### src/rtl/apb_axi_bridge_pkg.sv
// Shared types and helpers for the APB-to-AXI4-Lite bridge: FSM state
// encoding, AXI response codes and the response-to-error mapping.
package apb_axi_bridge_pkg;

    typedef enum logic [2:0] {
        ST_IDLE    = 3'd0,
        ST_WR_REQ  = 3'd1,
        ST_WR_RESP = 3'd2,
        ST_RD_REQ  = 3'd3,
        ST_RD_RESP = 3'd4,
        ST_DONE    = 3'd5
    } bridge_state_e;

    localparam logic [1:0] RESP_OKAY   = 2'b00;
    localparam logic [1:0] RESP_EXOKAY = 2'b01;
    localparam logic [1:0] RESP_SLVERR = 2'b10;
    localparam logic [1:0] RESP_DECERR = 2'b11;

    // SLVERR and DECERR both map onto PSLVERR; OKAY and EXOKAY do not.
    function automatic logic resp_is_err(input logic [1:0] resp);
        logic err;
        case (resp)
            RESP_OKAY, RESP_EXOKAY:   err = 1'b0;
            RESP_SLVERR, RESP_DECERR: err = 1'b1;
            default:                  err = 1'b0;
        endcase
        return err;
    endfunction

endpackage

### src/rtl/apb_to_axi4lite_bridge.sv
// APB responder in front of an AXI4-Lite initiator. Every APB transfer
// becomes exactly one AXI4-Lite write or read; PREADY is withheld until the
// AXI response has returned. Only one transaction is ever in flight.
//
// state      | meaning
// -----------+--------------------------------------------------------------
// ST_IDLE    | waiting for an APB setup phase; request fields latched there
// ST_WR_REQ  | AW and W offered; each dropped on its own handshake
// ST_WR_RESP | both write handshakes done, bready high, waiting for B
// ST_RD_REQ  | AR offered, waiting for arready
// ST_RD_RESP | rready high, waiting for R
// ST_DONE    | pready high for exactly one cycle with pslverr from response
module apb_to_axi4lite_bridge
    import apb_axi_bridge_pkg::*;
#(
    parameter int DATA_WIDTH = 32,
    parameter int ADDR_WIDTH = 32
) (
    input  logic                      clk_i,
    input  logic                      resetn_i,

    input  logic                      psel_i,
    input  logic                      penable_i,
    input  logic                      pwrite_i,
    input  logic [ADDR_WIDTH-1:0]     paddr_i,
    input  logic [DATA_WIDTH-1:0]     pwdata_i,
    input  logic [DATA_WIDTH/8-1:0]   pstrb_i,
    input  logic [2:0]                pprot_i,
    output logic                      pready_o,
    output logic                      pslverr_o,
    output logic [DATA_WIDTH-1:0]     prdata_o,

    output logic                      awvalid_o,
    input  logic                      awready_i,
    output logic [ADDR_WIDTH-1:0]     awaddr_o,
    output logic [2:0]                awprot_o,

    output logic                      wvalid_o,
    input  logic                      wready_i,
    output logic [DATA_WIDTH-1:0]     wdata_o,
    output logic [DATA_WIDTH/8-1:0]   wstrb_o,

    input  logic                      bvalid_i,
    output logic                      bready_o,
    input  logic [1:0]                bresp_i,

    output logic                      arvalid_o,
    input  logic                      arready_i,
    output logic [ADDR_WIDTH-1:0]     araddr_o,
    output logic [2:0]                arprot_o,

    input  logic                      rvalid_i,
    output logic                      rready_o,
    input  logic [DATA_WIDTH-1:0]     rdata_i,
    input  logic [1:0]                rresp_i
);

    localparam int STRB_WIDTH = DATA_WIDTH / 8;

    bridge_state_e           state_q;

    logic                    pready_q;
    logic                    pslverr_q;
    logic [DATA_WIDTH-1:0]   prdata_q;

    logic                    awvalid_q;
    logic [ADDR_WIDTH-1:0]   awaddr_q;
    logic [2:0]              awprot_q;
    logic                    wvalid_q;
    logic [DATA_WIDTH-1:0]   wdata_q;
    logic [STRB_WIDTH-1:0]   wstrb_q;
    logic                    bready_q;

    logic                    arvalid_q;
    logic [ADDR_WIDTH-1:0]   araddr_q;
    logic [2:0]              arprot_q;
    logic                    rready_q;

    // AW and W complete independently; these remember which one already has.
    logic                    aw_done_q;
    logic                    w_done_q;

    logic                    aw_hs;
    logic                    w_hs;
    logic                    b_hs;
    logic                    ar_hs;
    logic                    r_hs;
    logic                    aw_fin;
    logic                    w_fin;

    // Channel handshakes as seen at the coming clock edge.
    always_comb begin
        aw_hs  = awvalid_q & awready_i;
        w_hs   = wvalid_q & wready_i;
        b_hs   = bvalid_i & bready_q;
        ar_hs  = arvalid_q & arready_i;
        r_hs   = rvalid_i & rready_q;
        aw_fin = aw_done_q | aw_hs;
        w_fin  = w_done_q | w_hs;
    end

    // Bridge FSM with its request/response registers; all outputs registered.
    always_ff @(posedge clk_i or negedge resetn_i) begin
        if (!resetn_i) begin
            state_q   <= ST_IDLE;
            pready_q  <= 1'b0;
            pslverr_q <= 1'b0;
            prdata_q  <= '0;
            awvalid_q <= 1'b0;
            awaddr_q  <= '0;
            awprot_q  <= '0;
            wvalid_q  <= 1'b0;
            wdata_q   <= '0;
            wstrb_q   <= '0;
            bready_q  <= 1'b0;
            arvalid_q <= 1'b0;
            araddr_q  <= '0;
            arprot_q  <= '0;
            rready_q  <= 1'b0;
            aw_done_q <= 1'b0;
            w_done_q  <= 1'b0;
        end else begin
            pready_q <= 1'b0;
            case (state_q)
                ST_IDLE: begin
                    // penable without a preceding setup phase never starts a transfer
                    if (psel_i && !penable_i) begin
                        if (pwrite_i) begin
                            awaddr_q  <= paddr_i;
                            awprot_q  <= pprot_i;
                            wdata_q   <= pwdata_i;
                            wstrb_q   <= pstrb_i;
                            awvalid_q <= 1'b1;
                            wvalid_q  <= 1'b1;
                            aw_done_q <= 1'b0;
                            w_done_q  <= 1'b0;
                            state_q   <= ST_WR_REQ;
                        end else begin
                            araddr_q  <= paddr_i;
                            arprot_q  <= pprot_i;
                            arvalid_q <= 1'b1;
                            state_q   <= ST_RD_REQ;
                        end
                    end
                end

                ST_WR_REQ: begin
                    if (aw_hs) begin
                        awvalid_q <= 1'b0;
                        aw_done_q <= 1'b1;
                    end
                    if (w_hs) begin
                        wvalid_q <= 1'b0;
                        w_done_q <= 1'b1;
                    end
                    if (aw_fin && w_fin) begin
                        bready_q <= 1'b1;
                        state_q  <= ST_WR_RESP;
                    end
                end

                ST_WR_RESP: begin
                    if (b_hs) begin
                        bready_q  <= 1'b0;
                        pslverr_q <= resp_is_err(bresp_i);
                        pready_q  <= 1'b1;
                        state_q   <= ST_DONE;
                    end
                end

                ST_RD_REQ: begin
                    if (ar_hs) begin
                        arvalid_q <= 1'b0;
                        rready_q  <= 1'b1;
                        state_q   <= ST_RD_RESP;
                    end
                end

                ST_RD_RESP: begin
                    if (r_hs) begin
                        rready_q  <= 1'b0;
                        prdata_q  <= rdata_i;
                        pslverr_q <= resp_is_err(rresp_i);
                        pready_q  <= 1'b1;
                        state_q   <= ST_DONE;
                    end
                end

                ST_DONE: begin
                    // prdata is deliberately left alone so it holds until the next read
                    pslverr_q <= 1'b0;
                    state_q   <= ST_IDLE;
                end

                default: begin
                    state_q <= ST_IDLE;
                end
            endcase
        end
    end

    assign pready_o  = pready_q;
    assign pslverr_o = pslverr_q;
    assign prdata_o  = prdata_q;
    assign awvalid_o = awvalid_q;
    assign awaddr_o  = awaddr_q;
    assign awprot_o  = awprot_q;
    assign wvalid_o  = wvalid_q;
    assign wdata_o   = wdata_q;
    assign wstrb_o   = wstrb_q;
    assign bready_o  = bready_q;
    assign arvalid_o = arvalid_q;
    assign araddr_o  = araddr_q;
    assign arprot_o  = arprot_q;
    assign rready_o  = rready_q;

endmodule

### config.mk
export PLATFORM = sky130hd
export DESIGN_NAME = apb_to_axi4lite_bridge
export DESIGN_NICKNAME = d
export VERILOG_FILES = /design/src/rtl/apb_axi_bridge_pkg.sv /design/src/rtl/apb_to_axi4lite_bridge.sv
export SDC_FILE = /design/constraint.sdc
export NUM_CORES = 1
export LEC_CHECK = 0
export CAP_MARGIN = 30
export CORE_MARGIN = 1
export CORE_UTILIZATION = 25
export DETAILED_ROUTE_END_ITERATION = 8
export HOLD_SLACK_MARGIN = 0.1
export PLACE_DENSITY = 0.52
export SKIP_CTS_REPAIR_TIMING = 1
export SYNTH_ARGS = -nofsm -noshare
export SYNTH_HDL_FRONTEND = slang
export SYNTH_SLANG_ARGS = --single-unit
### constraint.sdc
create_clock -name clk_i -period 2.35 [get_ports clk_i]
set_input_delay 0.47 -clock clk_i [delete_from_list [all_inputs] [get_ports clk_i]]
set_output_delay 0.47 -clock clk_i [all_outputs]
set_load 0.02 [all_outputs]
==> flow_metrics.env, run 1 <==
export IMPL_status="completed"
export IMPL_worstHoldPathType="flip-flop to flip-flop"
export IMPL_holdWs_ns=0.484
export IMPL_via_per_inst=4.24
export IMPL_seqPwrFrac_pct=36.2
export IMPL_start_util_pct=25.6
export IMPL_yosysSeqAreaShare_pct=64.3
export IMPL_drc=0
export IMPL_fp_dieW_um=155
export IMPL_ios=262
export IMPL_vias=4048
export IMPL_cts_sinks=150
export IMPL_synth_simple_area_share_pct=3.34
export IMPL_clk_latency_ns=0.41
export IMPL_path_class="flip-flop to primary output"
export IMPL_p_switching_mw=3.47
export IMPL_hold_viol=0
export IMPL_switching_share_pct=32.0
export IMPL_crit_chain="clkdlybuf4s50_1"
export IMPL_synth_fp_nets=476
export IMPL_period_minus_slack_ns=2.02
export IMPL_n_fill_cell=2140
export IMPL_synth_mux_area_share_pct=26.6
export IMPL_dp_hpwl_um=10700
export IMPL_core_um2=22800
export IMPL_rsz0062_at_grt="false"
export IMPL_syn2layout_area_growth_pct=61.8
export IMPL_slowest_stage="clkdlybuf4s50_1"
export IMPL_ant_nets=0
export IMPL_routed_wirelength_um=15100
export IMPL_rows=55
export IMPL_die_h_um=155
export IMPL_p_per_area_nw_per_um2=1150
export IMPL_grt_antenna_before_repair=1
export IMPL_slew_headroom_pct=65.1
export IMPL_grt_pass1_wl_um=24100
export IMPL_fmax_mhz=494
export IMPL_yosysWarnings=0
export IMPL_syn_instance_count=359
export IMPL_first_global_vias=4535
export IMPL_setup_tns_ns=0
export IMPL_synth_xor_area_share_pct=0
export IMPL_clockRootBuffer="clkbuf_16"
export IMPL_ir_drop_uv=501
export IMPL_cp_required_ns=1.88
export IMPL_overflow=0
export IMPL_path_max_fanout=7
export IMPL_cts_buffers=17
export IMPL_clk_pin_slew_worst_paths_ns=0.06
export IMPL_slew_viol_final=0
export IMPL_cts_max_level=4
export IMPL_async_flop_share_pct=100
export IMPL_arrival_ns=1.55
export IMPL_critPathLaunchType="flip-flop"
export IMPL_drt_iter0_markers=154
export IMPL_synth_top_family_by_area="multiplexers"
export IMPL_fin_nets=747
export IMPL_comb_power_share_pct=37.8
export IMPL_cts_tree="done"
export IMPL_synthFlopType="dfrtp_1"
export IMPL_path_delay_family="buffers and inverters"
export IMPL_synth_adder_area_share_pct=0
export IMPL_worstSetupEndpointType="primary output"
export IMPL_synth_compound_area_share_pct=3.11
export IMPL_die_area_um2=24000
export IMPL_layout_drive_gt1_share_pct=27.8
export IMPL_place_gp_congestion=0.753
export IMPL_ys_types=37
export IMPL_slowest_delay_ns=0.67
export IMPL_p_leak_nw=4.22
export IMPL_grt_max_degree=54
export IMPL_intPower_mw=7.36
export IMPL_firstDrtPassIters=4
export IMPL_synth_avg_cell_area_um2=16.3
export IMPL_worst_slew_pin_slew_ns=0.524
export IMPL_setup_viol=0
export IMPL_num_antenna_cells=0
export IMPL_synthesis_area_um2=5840
export IMPL_post_drt_wl_per_cell_um=15.8
export IMPL_fin_crit_sh_pct=86.1
export IMPL_clockBufferDepth=2
export IMPL_power_frac_clock_pct=26.0
export IMPL_synth_edf_count=0
export IMPL_finalClockSkew_ns=0.00636
export IMPL_ys_ff_latch=150
export IMPL_crit_buf_inv=1
export IMPL_track_usage_pct=13.0
export IMPL_port_buffers=259
export IMPL_cap_violations=0
registers in the layout (all words and copies together) (netlist names):
signal     count
w_done_q       1
prdata_o      32
araddr_o      32
wvalid_o       1
awvalid_o      1
pslverr_o      1
wdata_o       32
pready_o       1
arvalid_o      1
awaddr_o      32
state_q        3
aw_done_q      1
awprot_o       3
rready_o       1
bready_o       1
arprot_o       3
wstrb_o        4
synthesized netlist by cell type (3+ instances only):
cell type,count,share of area (%)
a31oi_1,3,0.32
inv_1,3,0.19
nor2b_1,3,0.32
nand3_1,4,0.34
buf_2,5,0.43
nand2_1,3,0.19
mux2_1,4,0.77
buf_6,10,1.9
mux2_2,134,26
a21oi_1,7,0.60
dfrtp_1,150,64
area by class of cell:
| cell class | count | area [um^2] | share of cell area, % |
|---|---|---|---|
| Clock inverter | 11 | 150 | 1.59 |
| Sequential cell | 150 | 3750 | 39.8 |
| Clock buffer | 19 | 453 | 4.80 |
| Inverter | 3 | 11.3 | 0.119 |
| Tap cell | 313 | 392 | 4.15 |
| Multi-Input combinational cell | 190 | 1940 | 20.6 |
| Timing Repair Buffer | 268 | 2740 | 29.0 |
layout by cell type, fill, tap and decap left out, types with 4 or more instances in the layout:
cell type / n
clkdlybuf4s50_1: 258
dfrtp_1: 150
mux2_2: 134
clkbuf_16: 17
a21oi_1: 7
buf_12: 6
mux2_1: 4
nand3_1: 4
cells by family after synthesis:
family / after synthesis
mux: 138
simple gates: 27
buf+inv: 19
flops: 150
compound gates: 25
through the flow:
step	std cells	instance area, um^2	util (%)	worst slack [ns]	power (mW)
3_5_place_dp	923	8830	38.8	0.199	8.10
6_report	954	9440	41.5	0.326	10.8
2_1_floorplan	359	5840	-	0.574	5.85
4_1_cts	953	9430	41.4	0.310	11.0
3_3_place_gp	923	8830	38.8	0.225	8.04
5_1_grt	954	9440	41.5	0.267	11.4
routing by layer:
layer	vias to the layer above	GRT usage (%)	share of wire, %
li1	1843	-	-
met1	2031	14.4	39
met2	159	22.4	51
met3	13	5.49	8.8
met4	2	4.34	1.2
met5	-	0	0.086
power groups by stage:
| stage | Clock [mW] | Combinational, mW | Sequential, mW |
|---|---|---|---|
| global route | 3.01 | 4.31 | 4.05 |
| floorplan | 0 | 0.936 | 4.91 |
| global placement | 0 | 4.12 | 3.92 |
| finish | 2.81 | 4.10 | 3.92 |
| detailed placement | 0 | 4.14 | 3.96 |
| CTS | 2.92 | 4.15 | 3.93 |
worst paths after layout:
| path | startpoint | end | slack (ns) | cells after the start |
|---|---|---|---|---|
| max reg2reg | state_q[1] | araddr_o[9] | 0.49 | 4 |
| min reg2reg | prdata_o[29] | prdata_o[29] | 0.48 | 1 |
| min in group asynchronous | resetn_i | awaddr_o[22] | 0.58 | 2 |
| max | rready_o | rready_o | 0.33 | 1 |
| max in group asynchronous | resetn_i | wdata_o[23] | 1.09 | 3 |
| min | prdata_o[29] | prdata_o[29] | 0.48 | 1 |
No activity file was read; power rests on OpenSTA's default activity.
==> run 2, diff against run 1 <==
CORE_UTILIZATION = 42   (was 25)
PLACE_DENSITY = 0.8   (was 0.52)
SKIP_LAST_GASP = 1   (was default)
clock period = 2.25 ns   (was 2.35 ns; I/O delays follow)
==> flow_metrics.env, run 2 (same netlist as run 1, synthesis figures left out) <==
export IMPL_status="completed"
export IMPL_crit_path_start="rready_o"
export IMPL_r2r_end="araddr_o[13]"
export IMPL_cp_required_ns=1.80
export IMPL_die_area_um2=14400
export IMPL_drt_iter0_markers=124
export IMPL_crit_chain="clkdlybuf4s50_1"
export IMPL_endpoint="rready_o"
export IMPL_final_common_cell="clkdlybuf4s50_1"
export IMPL_rows=42
export IMPL_firstDrtPassIters=4
export IMPL_grt_pass1_wl_um=22900
export IMPL_cts_sinks=150
export IMPL_clockBufferDepth=2
export IMPL_path_class="flip-flop to primary output"
export IMPL_start_util_pct=43.6
export IMPL_final_cell_mix="clkdlybuf4s50_1, dfrtp_1, mux2_2"
export IMPL_grtUsageMet2_pct=36.6
export IMPL_cap_violations=0
export IMPL_cts_tree="done"
export IMPL_r2r_slack_ns=0.39
export IMPL_vias=4069
export IMPL_path_delay_family="buffers and inverters"
export IMPL_fin_nets=746
export IMPL_hold_viol=0
export IMPL_rsz0062_at_grt="false"
export IMPL_ff2ff_path_depth=4
export IMPL_place_area_um2=8640
export IMPL_grt_antenna_before_repair=0
export IMPL_p_leak_nw=4.20
export IMPL_critPathLaunchType="flip-flop"
export IMPL_clk_pin_slew_worst_paths_ns=0.06
export IMPL_setup_viol=0
export IMPL_cts_max_level=4
export IMPL_dp_hpwl_um=10500
export IMPL_slowest_stage="clkdlybuf4s50_1"
export IMPL_routed_wirelength_um=14500
export IMPL_place_ws_ns=0.125
export IMPL_fmax_mhz=496
export IMPL_ir_drop_uv=841
export IMPL_overflow=0
export IMPL_ios=262
export IMPL_period_minus_slack_ns=2.02
export IMPL_rr_startpoint="state_q[1]"
export IMPL_first_global_vias=4522
export IMPL_worstSetupEndpointType="primary output"
export IMPL_met1_usage_pct=22.7
export IMPL_path_max_fanout=7
export IMPL_slowest_delay_ns=0.67
export IMPL_via_per_inst=4.97
export IMPL_crit_buf_inv=1
export IMPL_ant_nets=0
export IMPL_min_from="prdata_o[5]"
export IMPL_p_per_area_nw_per_um2=1220
export IMPL_finalClockSkew_ns=0.00684
export IMPL_postLayoutCellArea_um2=9250
export IMPL_post_drt_wl_per_cell_um=17.8
export IMPL_drc=0
export IMPL_syn2layout_area_growth_pct=58.4
export IMPL_die_h_um=120
export IMPL_power_total_mw=11.3
export IMPL_arrival_ns=1.57
export IMPL_num_antenna_cells=0
export IMPL_worst_slew_pin_slew_ns=0.488
export IMPL_cts_buffers=17
export IMPL_n_fill_cell=937
export IMPL_core_um2=13400
export IMPL_setup_ws_ns=0.232
export IMPL_place_gp_congestion=0.836
export IMPL_setup_tns_ns=0
export IMPL_clockRootBuffer="clkbuf_16"
export IMPL_grt_use_met3_pct=7.32
export IMPL_port_buffers=259
export IMPL_top_usage_layer="met2"
export IMPL_track_usage_pct=21.0
export IMPL_path_depth=1
export IMPL_grt_max_degree=74
export IMPL_slew_viol_final=0
export IMPL_slew_headroom_pct=67.5
export IMPL_fp_dieW_um=120
export IMPL_clk_latency_ns=0.41
export IMPL_worstHoldPathType="flip-flop to flip-flop"
export IMPL_fin_crit_sh_pct=89.7
export IMPL_layout_drive_gt1_share_pct=27.7
==> run 2: cell count changes in the layout (fill, tap and decap cells not counted), sizes merged <==
cell	previous run	this run
clkinv	4	5
clkinvlp	2	5
inv	5	3
buf	9	8
==> run 2: routing by layer <==
layer | routed length [um] | share of wire, % | vias to the layer above
li1 | - | - | 1848
met1 | 5510 | 38 | 2012
met5 | 0 | 0 | -
met4 | 363 | 2.5 | 0
met3 | 1090 | 7.5 | 27
met2 | 7560 | 52 | 182
==> run 2: through the flow <==
stage	utilization (%)	cells	hold slack [ns]
6_report	69.0	818	0.487
5_1_grt	69.0	818	0.520
4_1_cts	68.9	817	-0.0402
3_5_place_dp	64.5	785	0.405
3_3_place_gp	64.5	785	0.401
2_1_floorplan	-	359	0.154
==> run 2: layout make-up <==
class                   instances  area, um^2  area share [%]
clock inverters                13         156            1.69
flip-flops and latches        150        3750            40.6
inverters                       3        11.3           0.122
repair buffers                267        2720            29.4
clock buffers                  19         443            4.79
multi-input cells             190        1940            21.0
well taps                     176         220            2.38
==> run 2: worst min path at each step <==
stage	slack, ns	end	cells past startpoint
2_1_floorplan	0.15	araddr_o[0]	0
3_3_place_gp	0.40	araddr_o[20]	1
3_5_place_dp	0.41	araddr_o[20]	1
4_1_cts	-0.04	araddr_o[20]	1
5_1_grt	0.52	araddr_o[5]	1
6_report	0.49	prdata_o[5]	1
==> run 2: report_power, final <==
group / total, mW / internal, mW / switching (mW)
Combinational: 4.30 / 2.31 / 1.99
Sequential: 4.12 / 3.59 / 0.533
Clock: 2.83 / 1.76 / 1.07
Total: 11.3 / 7.66 / 3.59
==> run 3, diff against run 2 <==
CTS_CLUSTER_DIAMETER = 100   (was default)
==> results of run 3 <==
Same layout as run 2: the final DEF is identical, and so are final timing and power.
